$ cat src/rtl/c432_key_loader.sv
// rtl/c432_key_loader.sv - serial key loader committing atomic keys to the c432 core
//
// Optional feature macro: C432_KEY_PARITY_EN (adds one trailing even-parity bit).
//
// Ports:
//   clk            in   rising-edge clock
//   rst_n          in   asynchronous active-low reset
//   start          in   begin a load from IDLE (level-sampled)
//   clear          in   abort a load / clear a committed key
//   key_bit_in     in   serial key bit, LSB first
//   key_bit_valid  in   key_bit_in valid
//   key_bit_ready  out  loader accepts a bit this cycle
//   key_out        out  committed key to the core (bit 0 drives D_0)
//   key_valid      out  key_out holds a committed key
//   busy           out  high while loading or committing
//   err            out  sticky abort flag (timeout or parity)

module c432_key_loader #(
    parameter int KEY_W   = 4,
    parameter int TIMEOUT = 16
) (
    input  logic             clk,
    input  logic             rst_n,
    input  logic             start,
    input  logic             clear,
    input  logic             key_bit_in,
    input  logic             key_bit_valid,
    output logic             key_bit_ready,
    output logic [KEY_W-1:0] key_out,
    output logic             key_valid,
    output logic             busy,
    output logic             err
);

    localparam int CNT_W = $clog2(KEY_W + 1);
    localparam int TMR_W = $clog2(TIMEOUT);

    typedef enum logic [2:0] {
        S_IDLE,
        S_SHIFT,
`ifdef C432_KEY_PARITY_EN
        S_PARITY,
`endif
        S_COMMIT,
        S_DONE
    } state_t;

    state_t           state;
    logic [KEY_W-1:0] shadow;
    logic [CNT_W-1:0] cnt;
    logic [TMR_W-1:0] timer;
    logic             xfer;

    assign xfer = key_bit_valid & key_bit_ready;

    // key_bit_ready and busy are registered alongside each state change so
    // they always reflect the state being entered.
    always_ff @(posedge clk or negedge rst_n) begin
        if (!rst_n) begin
            state         <= S_IDLE;
            shadow        <= '0;
            cnt           <= '0;
            timer         <= '0;
            key_out       <= '0;
            key_valid     <= 1'b0;
            key_bit_ready <= 1'b0;
            busy          <= 1'b0;
            err           <= 1'b0;
        end else if (clear) begin
            // clear outranks start and any same-cycle transfer
            state         <= S_IDLE;
            key_bit_ready <= 1'b0;
            busy          <= 1'b0;
            err           <= 1'b0;
            if (state == S_DONE) begin
                key_out   <= '0;
                key_valid <= 1'b0;
            end
        end else begin
            case (state)
                S_IDLE: begin
                    if (start) begin
                        state         <= S_SHIFT;
                        key_bit_ready <= 1'b1;
                        busy          <= 1'b1;
                        shadow        <= '0;
                        cnt           <= '0;
                        timer         <= '0;
                        err           <= 1'b0;
                    end
                end
                S_SHIFT: begin
                    if (xfer) begin
                        // LSB-first shift: after KEY_W bits the first bit sits in bit 0
                        shadow <= KEY_W'({key_bit_in, shadow} >> 1);
                        cnt    <= cnt + CNT_W'(1);
                        timer  <= '0;
                        if (cnt == CNT_W'(KEY_W - 1)) begin
`ifdef C432_KEY_PARITY_EN
                            state <= S_PARITY;
`else
                            state         <= S_COMMIT;
                            key_bit_ready <= 1'b0;
`endif
                        end
                    end else if (timer == TMR_W'(TIMEOUT - 1)) begin
                        state         <= S_IDLE;
                        key_bit_ready <= 1'b0;
                        busy          <= 1'b0;
                        err           <= 1'b1;
                    end else begin
                        timer <= timer + TMR_W'(1);
                    end
                end
`ifdef C432_KEY_PARITY_EN
                S_PARITY: begin
                    if (xfer) begin
                        key_bit_ready <= 1'b0;
                        timer         <= '0;
                        if (key_bit_in == ^shadow) begin
                            state <= S_COMMIT;
                        end else begin
                            state <= S_IDLE;
                            busy  <= 1'b0;
                            err   <= 1'b1;
                        end
                    end else if (timer == TMR_W'(TIMEOUT - 1)) begin
                        state         <= S_IDLE;
                        key_bit_ready <= 1'b0;
                        busy          <= 1'b0;
                        err           <= 1'b1;
                    end else begin
                        timer <= timer + TMR_W'(1);
                    end
                end
`endif
                S_COMMIT: begin
                    key_out   <= shadow;
                    key_valid <= 1'b1;
                    busy      <= 1'b0;
                    state     <= S_DONE;
                end
                S_DONE: begin
                    // key locked; only clear or reset leave this state
                end
                default: begin
                    state         <= S_IDLE;
                    key_bit_ready <= 1'b0;
                    busy          <= 1'b0;
                end
            endcase
        end
    end

endmodule
$ cat config.mk
export PLATFORM = sky130hd
export DESIGN_NAME = c432_key_loader
export DESIGN_NICKNAME = d
export VERILOG_FILES = /design/src/rtl/c432_key_loader.sv
export SDC_FILE = /design/constraint.sdc
export NUM_CORES = 1
export LEC_CHECK = 0
export BUFFER_PORTS_ARGS = -buffer_cell sky130_fd_sc_hd__buf_4
export CAP_MARGIN = 15
export CORE_MARGIN = 10
export CORE_UTILIZATION = 49
export DETAILED_ROUTE_END_ITERATION = 8
export HOLD_SLACK_MARGIN = 0.03
export PLACE_DENSITY = 0.69
export SETUP_SLACK_MARGIN = 0.2
export SLEW_MARGIN = 20
export SYNTH_ARGS = -nofsm -noshare
export SYNTH_HDL_FRONTEND = slang
export SYNTH_SLANG_ARGS = --single-unit
$ cat constraint.sdc
create_clock -name clk -period 3.1 [get_ports clk]
set_input_delay 0.155 -clock clk [delete_from_list [all_inputs] [get_ports clk]]
set_output_delay 0.155 -clock clk [all_outputs]
set_load 0.03 [all_outputs]
==> results of run 1 <==
## worst min-delay path, delay by kind of cell
kind | cells | cell delay, ns
AOI/OAI and AO/OA | 1 | 0.05
and+or+nand+nor | 1 | 0.05
buffers and inverters | 1 | 0.11
## worst paths after layout
| kind | start | end | slack [ns] | cells after the start |
|---|---|---|---|---|
| max | state[0] | timer[0] | 1.58 | 4 |
| min | key_bit_in | shadow[3] | 0.09 | 3 |
| max reg2reg | state[0] | timer[0] | 1.58 | 4 |
| min reg2reg | cnt[1] | cnt[1] | 0.50 | 2 |
| max in group asynchronous | rst_n | shadow[1] | 2.63 | 2 |
| min in group asynchronous | rst_n | key_bit_ready | 0.25 | 2 |
## where the power goes
part	switching, mW	total [mW]	internal, mW
sequential	0.0233	0.318	0.294
combinational	0.0565	0.0957	0.0392
clock	0.0800	0.128	0.0481
## state kept, by name (all words and copies together) (netlist names)
signal         count
timer              4
key_bit_ready      1
key_valid          1
err                1
busy               1
cnt                3
key_out            4
shadow             4
state              2
## kinds of logic after synthesis
family                   count (synthesis)
adder cells (fa/ha/maj)                  3
buffers and inverters                   10
AND/OR/NAND/NOR                         35
flip-flops                              21
multiplexers                             1
AO/OA/AOI/OAI                           41
## cell type report
cell class / count / area [um^2]
fillers: 187 / 821
well taps: 27 / 33.8
flip-flops and latches: 21 / 526
clock inverters: 1 / 5.00
clock buffers: 3 / 22.5
inverters: 6 / 22.5
multi-input cells: 80 / 484
repair buffers: 14 / 108
## cell usage in the layout, fill, tap and decap left out
cell,instances
sky130_fd_sc_hd__o31a_1,1
sky130_fd_sc_hd__nor3_2,1
sky130_fd_sc_hd__dlygate4sd3_1,1
sky130_fd_sc_hd__clkinv_2,1
sky130_fd_sc_hd__nor2_1,1
sky130_fd_sc_hd__nor2_4,1
sky130_fd_sc_hd__o21ai_2,2
sky130_fd_sc_hd__o221a_2,1
sky130_fd_sc_hd__o31ai_1,1
sky130_fd_sc_hd__inv_1,6
sky130_fd_sc_hd__o21ai_1,4
sky130_fd_sc_hd__dfrtp_1,21
sky130_fd_sc_hd__nor2b_1,1
sky130_fd_sc_hd__a21oi_1,9
sky130_fd_sc_hd__mux2_2,1
sky130_fd_sc_hd__buf_4,13
sky130_fd_sc_hd__o211ai_1,1
sky130_fd_sc_hd__a22o_1,1
sky130_fd_sc_hd__ha_1,3
sky130_fd_sc_hd__o41ai_1,1
sky130_fd_sc_hd__a21o_1,1
sky130_fd_sc_hd__a211oi_1,1
sky130_fd_sc_hd__o21a_2,1
sky130_fd_sc_hd__clkbuf_4,3
sky130_fd_sc_hd__a22oi_1,4
sky130_fd_sc_hd__o2111ai_1,1
sky130_fd_sc_hd__nor4_1,1
sky130_fd_sc_hd__nand2_4,1
sky130_fd_sc_hd__nor3_1,1
sky130_fd_sc_hd__nor2b_2,1
sky130_fd_sc_hd__nand4b_1,1
sky130_fd_sc_hd__a31oi_1,1
sky130_fd_sc_hd__o21ai_0,11
sky130_fd_sc_hd__nand3_1,2
sky130_fd_sc_hd__and3_1,2
sky130_fd_sc_hd__nand2_1,22
## layer usage
metal,GRT usage,share of wire,up-vias
li1,-,-,429
met1,0.128,0.49,376
met2,0.132,0.41,32
met3,0.0334,0.079,4
met4,0.0497,0.017,0
met5,0,0,-
## stage by stage
stage | total power [mW] | worst slack (ns) | instance area [um^2] | instances
final | 0.541 | 1.58 | 1200 | 152
after global routing | 0.574 | 1.43 | 1200 | 152
after CTS | 0.549 | 1.57 | 1200 | 152
after detailed placement | 0.418 | 1.60 | 1160 | 147
after global placement | 0.416 | 1.67 | 1160 | 147
after floorplan | 0.388 | 1.77 | 1060 | 111
## cells in the mapped netlist (2+ instances only)
cell                       n
sky130_fd_sc_hd__a21oi_1   9
sky130_fd_sc_hd__a22oi_1   4
sky130_fd_sc_hd__and3_1    2
sky130_fd_sc_hd__buf_4     2
sky130_fd_sc_hd__dfrtp_1  21
sky130_fd_sc_hd__ha_1      3
sky130_fd_sc_hd__inv_1     6
sky130_fd_sc_hd__nand2_1  22
sky130_fd_sc_hd__nand3_1   2
sky130_fd_sc_hd__o21ai_0  11
sky130_fd_sc_hd__o21ai_1   4
sky130_fd_sc_hd__o21ai_2   2
==> flow_summary.rst, run 1 <==
.. list-table::
   :header-rows: 1

   * - Metric
     - Value
   * - Horiz. Die Dim
     - 66.6 um
   * - Cell area power density
     - 451 mW/mm^2
   * - Final Hold Slack
     - 0.0869 ns
   * - Total inserted antenna cells
     - 0
   * - Combinational family with the most area after synthesis
     - compound AO/OA/AOI/OAI gates
   * - Capturing element type of the critical path
     - flop
   * - Clock slew seen by the registers of the worst setup and hold paths
     - 0.12 ns
   * - Mapped Cells
     - 111
   * - Count of TritonRoute iterations in the first routing pass
     - 4
   * - Largest voltage drop on the vdd net
     - 0.334 mV
   * - Family with the most delay on the worst path
     - simple AND/OR/NAND/NOR gates
   * - Syn Nets
     - 120
   * - Arrival @ worst endpoint
     - 1.77 ns
   * - Crit path launch type
     - flop
   * - Worst slew margin
     - 0.698
   * - Total number of placement rows
     - 16
   * - Slowest stage delay, CP
     - 0.54 ns
   * - Num CTS Buffers
     - 3
   * - Number of global-route vias before repair
     - 751
   * - Fraction of final layout cells sized beyond drive strength 1
     - 0.208
   * - Routed WL per cell
     - 13.8 um
   * - Final slew viol count
     - 0
   * - Core region area
     - 0.00202 mm^2
   * - Clock latency of the later-clocked register in the worst-skew pair
     - 0.30 ns
   * - Post-layout net count
     - 135
   * - Number of synthesized register bits
     - 21
   * - Number of remaining DRC errors
     - 0
   * - Period utilisation layout
     - 0.490
   * - Count of flip-flops with a built-in enable after synthesis
     - 0
   * - Warnings, synthesis
     - 0
   * - Adder-cell share of the synthesized area
     - 0.0353
   * - Post-Syn Area per Cell
     - 9.58 um^2
   * - Clock H-tree levels
     - 1
   * - Final clock skew
     - 0.00728 ns
   * - Largest fanout on the critical path
     - 12
   * - First-pass GRT wire length
     - 3380 um
   * - Clock period minus worst slack
     - 1.52 ns
   * - Result of the run
     - finished, final reports clean
   * - Largest area contributor in the netlist
     - sky130_fd_sc_hd__dfrtp_1
   * - Cells resized by post-CTS repair
     - 0
   * - CTS tree
     - done
   * - Final core area utilization
     - 0.594
   * - Area enclosed by the die boundary
     - 0.00443 mm^2
   * - Sequential area share after synthesis
     - 0.494
   * - Count of unique library cells instantiated by Yosys
     - 35
   * - P&R area growth vs syn
     - 12.9%
   * - Total via count in the routed design
     - 841
   * - # clock sinks
     - 21
   * - Static leakage power
     - 0.534 nW
   * - Crit path cell chain
     - nor2b_2, nand2_4, nor3_2, mux2_2
   * - Worst Tran Pin Value
     - 0.448 ns
   * - Count of antenna-violating nets left after detailed routing
     - 0
   * - Initial DRC count
     - 38
   * - Setup Buffers After CTS
     - 0
   * - Vias per cell
     - 5.53
   * - Largest net degree at the start of global routing
     - 22
   * - Total I/O pin count
     - 14
   * - Overall track demand over capacity in global routing
     - 0.0962
   * - Post-synth top area share
     - 0.494
   * - Buffer depth of the longest clock path
     - 2
   * - Compound-gate portion of the synthesized area
     - 0.244
   * - Setup violations, final
     - 0
   * - Starting density of the core
     - 0.526
   * - Final weighted congestion of routability-driven global placement
     - 0.847
   * - Final number of hold-violating endpoints
     - 0
   * - Height of the die
     - 66.6 um
   * - Total standard cell area after synthesis
     - 0.00106 mm^2
   * - Setup tns final
     - 0 ns
   * - Slowest cell on crit path
     - sky130_fd_sc_hd__dfrtp_1
   * - Share of the synthesized netlist area taken by xor and xnor gates
     - 0
   * - Main area contributors after synthesis
     - sky130_fd_sc_hd__dfrtp_1 49%, sky130_fd_sc_hd__nand2_1 7.8%, sky130_fd_sc_hd__o21ai_0 5.2%
   * - Startpoint-to-endpoint class of the critical path
     - flop to flop
   * - Initial antenna violation count
     - 0
   * - Critical path buffer and inverter count
     - 0
   * - Async S/R FF share, synth
     - 1.00
   * - Multiplexer area fraction after synthesis
     - 0.0106
   * - Final wirelength
     - 2090 um
   * - HPWL after DPL
     - 1570 um
   * - Cell at the root of the clock tree
     - sky130_fd_sc_hd__clkbuf_4
   * - Max-capacitance violation count
     - 0
   * - Simple-gate area share of the yosys netlist
     - 0.166
   * - Hold/Removal Path Class
     - primary input to flop
   * - Commonest register cell after synthesis
     - sky130_fd_sc_hd__dfrtp_1
   * - Number of I/O port buffers
     - 13
   * - Setup repair after global routing missed its margin
     - no
   * - Worst EP required
     - 3.35 ns
   * - Leftover overflow at the end of global routing
     - 0
   * - Maximum operating frequency
     - 658 MHz
   * - Post-cts hold buffer count
     - 1
No activity file was read; power rests on OpenSTA's default activity.
==> run 2: changes to the inputs <==
--- a/config.mk
+++ b/config.mk
@@ -11,7 +11,7 @@
 export CORE_UTILIZATION = 49
 export DETAILED_ROUTE_END_ITERATION = 8
 export HOLD_SLACK_MARGIN = 0.03
-export PLACE_DENSITY = 0.69
+export PLACE_DENSITY = 0.72
 export SETUP_SLACK_MARGIN = 0.2
 export SLEW_MARGIN = 20
 export SYNTH_ARGS = -nofsm -noshare
==> constraint.sdc (replaced) <==
create_clock -name clk -period 1.3 [get_ports clk]
set_input_delay 0.065 -clock clk [delete_from_list [all_inputs] [get_ports clk]]
set_output_delay 0.065 -clock clk [all_outputs]
set_load 0.03 [all_outputs]
==> run 2 against run 1 <==
  * The flow now finishes with violations (setup timing)
  * Wire length is 42% higher
  * Utilization grew 18 points
  * Count of clock-buffer cells in the layout is the same
  * Critical path depth is the same
  * Fmax increased by 16%
  * Final area grew 31%
  * Clock power increased to 2.6 times the previous value
  * Critical path type unchanged
  * Highest routed layer unchanged
==> flow_summary.rst, run 2 (synthesis results as in run 1) <==
.. list-table::
   :header-rows: 1

   * - Metric
     - Value
   * - Capturing element type of the critical path
     - flop
   * - HPWL after DPL
     - 1700 um (+8.2%)
   * - Total I/O pin count
     - 14 (unchanged)
   * - Setup violations, final
     - 1 (+1)
   * - Period utilisation layout
     - 1.01 (+0.518)
   * - Destination of the worst register-to-register timing path
     - cnt[0]
   * - Hold Path Sink
     - state[1]
   * - Final wirelength
     - 2970 um (+42%)
   * - Number of instances on the worst hold path
     - 2 (-1)
   * - Number of global-route vias before repair
     - 981 (+31%)
   * - Number of remaining DRC errors
     - 0 (unchanged)
   * - Crit path setup slack, layout
     - -0.0102 ns (-1.59 ns)
   * - Starting density of the core
     - 0.526 (unchanged)
   * - Horiz. Die Dim
     - 66.6 um (unchanged)
   * - CTS tree
     - done
   * - Static leakage power
     - 0.682 nW (+28%)
   * - Fraction of final layout cells sized beyond drive strength 1
     - 0.514 (+0.306)
   * - Worst Tran Pin Value
     - 0.270 ns (-0.178 ns)
   * - Result of the run
     - complete, but fails checks
   * - P&R area growth vs syn
     - 47.8%
   * - Top flop regs
     - key_out: 4 flops, shadow: 4 flops, timer: 4 flops
   * - Cell area power density
     - 979 mW/mm^2 (+120%)
   * - Final clock skew
     - 0.00498 ns (-0.00230 ns)
   * - Setup repair after global routing missed its margin
     - yes
   * - Critical path buffer and inverter count
     - 1 (+1)
   * - Total inserted antenna cells
     - 0 (unchanged)
   * - Slowest stage delay, CP
     - 0.50 ns (-0.04 ns)
   * - Largest fanout on the critical path
     - 5 (-7)
   * - Initial antenna violation count
     - 0 (unchanged)
   * - Arrival @ worst endpoint
     - 1.55 ns (-0.22 ns)
   * - Hold/Removal Path Class
     - primary input to flop
   * - Final slew viol count
     - 0 (unchanged)
   * - Worst reg-to-reg path cell count
     - 4 (unchanged)
   * - Clock latency of the later-clocked register in the worst-skew pair
     - 0.33 ns (+0.03 ns)
   * - Slowest cell on crit path
     - sky130_fd_sc_hd__dfrtp_2
   * - Worst reg-to-reg setup slack
     - -0.01 ns (-1.59 ns)
   * - Setup tns final
     - -0.0102 ns (-0.0102 ns)
   * - Initial DRC count
     - 67 (+76%)
   * - Worst slew margin
     - 0.820 (+0.122)
   * - Largest voltage drop on the vdd net
     - 0.889 mV (+170%)
   * - Count of TritonRoute iterations in the first routing pass
     - 4 (unchanged)
   * - Clock H-tree levels
     - 1 (unchanged)
   * - Count of antenna-violating nets left after detailed routing
     - 0 (unchanged)
   * - Clock period minus worst slack
     - 1.31 ns (-0.209 ns)
   * - Cell at the root of the clock tree
     - sky130_fd_sc_hd__clkbuf_4
   * - Commonest non-fill, non-tap cell in the layout
     - sky130_fd_sc_hd__buf_4
   * - Maximum operating frequency
     - 763 MHz (+16%)
   * - Startpoint of the worst register-to-register path
     - state[1]
   * - # clock sinks
     - 21 (unchanged)
   * - Overall track demand over capacity in global routing
     - 0.127 (+0.0304)
   * - Total Power Consumption
     - 1.54 mW (+180%)
   * - Clock slew seen by the registers of the worst setup and hold paths
     - 0.12 ns (about the same)
   * - Number of I/O port buffers
     - 13 (unchanged)
   * - Failing checks
     - setup timing
   * - Max-capacitance violation count
     - 0 (unchanged)
   * - Largest net degree at the start of global routing
     - 22 (unchanged)
   * - Total via count in the routed design
     - 1018 (+21%)
   * - Num CTS Buffers
     - 3 (unchanged)
   * - Crit path cell chain
     - buf_4, nor4_1, o21ai_0, o21ai_0
   * - Routed WL per cell
     - 17.0 um (+23%)
   * - Crit path launch type
     - flop
   * - Final number of hold-violating endpoints
     - 0 (unchanged)
   * - Area after detailed placement
     - 0.00126 mm^2 (+8.4%)
   * - Vias per cell
     - 5.82 (+5.1%)
   * - Core region area
     - 0.00202 mm^2 (unchanged)
   * - Area enclosed by the die boundary
     - 0.00443 mm^2 (unchanged)
   * - Total number of placement rows
     - 16 (unchanged)
   * - Final weighted congestion of routability-driven global placement
     - 0.798 (-5.7%)
   * - Worst EP required
     - 1.54 ns (-1.81 ns)
   * - Family with the most delay on the worst path
     - flip-flops
   * - Height of the die
     - 66.6 um (unchanged)
   * - Post-layout net count
     - 158 (+17%)
   * - Commonest cells after routing, fill and taps aside
     - 29 x sky130_fd_sc_hd__buf_4, 18 x sky130_fd_sc_hd__nand2_1, 18 x sky130_fd_sc_hd__dfrtp_1
   * - First-pass GRT wire length
     - 4480 um (+32%)
   * - Startpoint-to-endpoint class of the critical path
     - flop to flop
   * - Setup WS pre-CTS
     - 0.0622 ns (-1.54 ns)
   * - Final instance area
     - 0.00157 mm^2 (+31%)
   * - Most common cell on crit path
     - sky130_fd_sc_hd__o21ai_0
   * - Buffer depth of the longest clock path
     - 2 (unchanged)
   * - Origin of the worst min-delay path
     - clear
   * - Leftover overflow at the end of global routing
     - 0 (unchanged)
-- run 2: stage by stage --
step | utilization | hold WS, ns | instances
final | 0.777 | 0.0794 | 175
after global routing | 0.777 | 0.104 | 175
after floorplan | - | -0.231 | 111
after detailed placement | 0.624 | -0.0390 | 153
after CTS | 0.720 | 0.0628 | 170
after global placement | 0.624 | -0.0375 | 153
-- run 2: area by class of cell --
class,instances,area (um^2)
clock inverters,1,5.00
clock buffers,3,22.5
repair buffers,37,305
inverters,6,30.0
multi-input cells,80,646
flip-flops and latches,21,529
fillers,122,450
well taps,27,33.8
-- run 2: worst register-to-register path, stage by stage (launching register included) --
cell and delay (ns):
sky130_fd_sc_hd__dfrtp_2 0.50, sky130_fd_sc_hd__buf_4 0.18, sky130_fd_sc_hd__nor4_1 0.28, sky130_fd_sc_hd__o21ai_0 0.15, sky130_fd_sc_hd__o21ai_0 0.11
-- run 2: routing by layer --
metal  track usage  part of all wire  vias to the layer above
li1              -                 -                      476
met1         0.143              0.39                      497
met2         0.222              0.54                       32
met3        0.0435             0.050                       13
met4        0.0288             0.021                        0
met5             0                 0                        -
-- run 2: worst max-delay path by stage --
stage          startpoint  endpoint  cells past startpoint
6_report         state[1]    cnt[0]                      4
5_1_grt          state[1]    cnt[0]                      4
4_1_cts            cnt[1]  state[0]                      6
3_5_place_dp     timer[0]  timer[0]                      4
3_3_place_gp     timer[1]  timer[0]                      4
2_1_floorplan    timer[0]  state[0]                      4
-- run 2: report_power, final --
group | switching [mW] | leakage [nW] | total (mW) | internal (mW)
Clock | 0.216 | 0.0177 | 0.332 | 0.116
Sequential | 0.0555 | 0.255 | 0.759 | 0.704
Combinational | 0.223 | 0.409 | 0.448 | 0.224
Total | 0.495 | 0.682 | 1.54 | 1.04
-- run 2: timing repair --
| action | CTS | global route |
|---|---|---|
| setup endpoints to repair | 19 | 20 |
| hold buffers | 2 | 0 |
| buffers inserted | 11 | 5 |
| gates resized for setup | 17 | 22 |
| pin swaps | 6 | 4 |
| hold endpoints to repair | 22 | 0 |
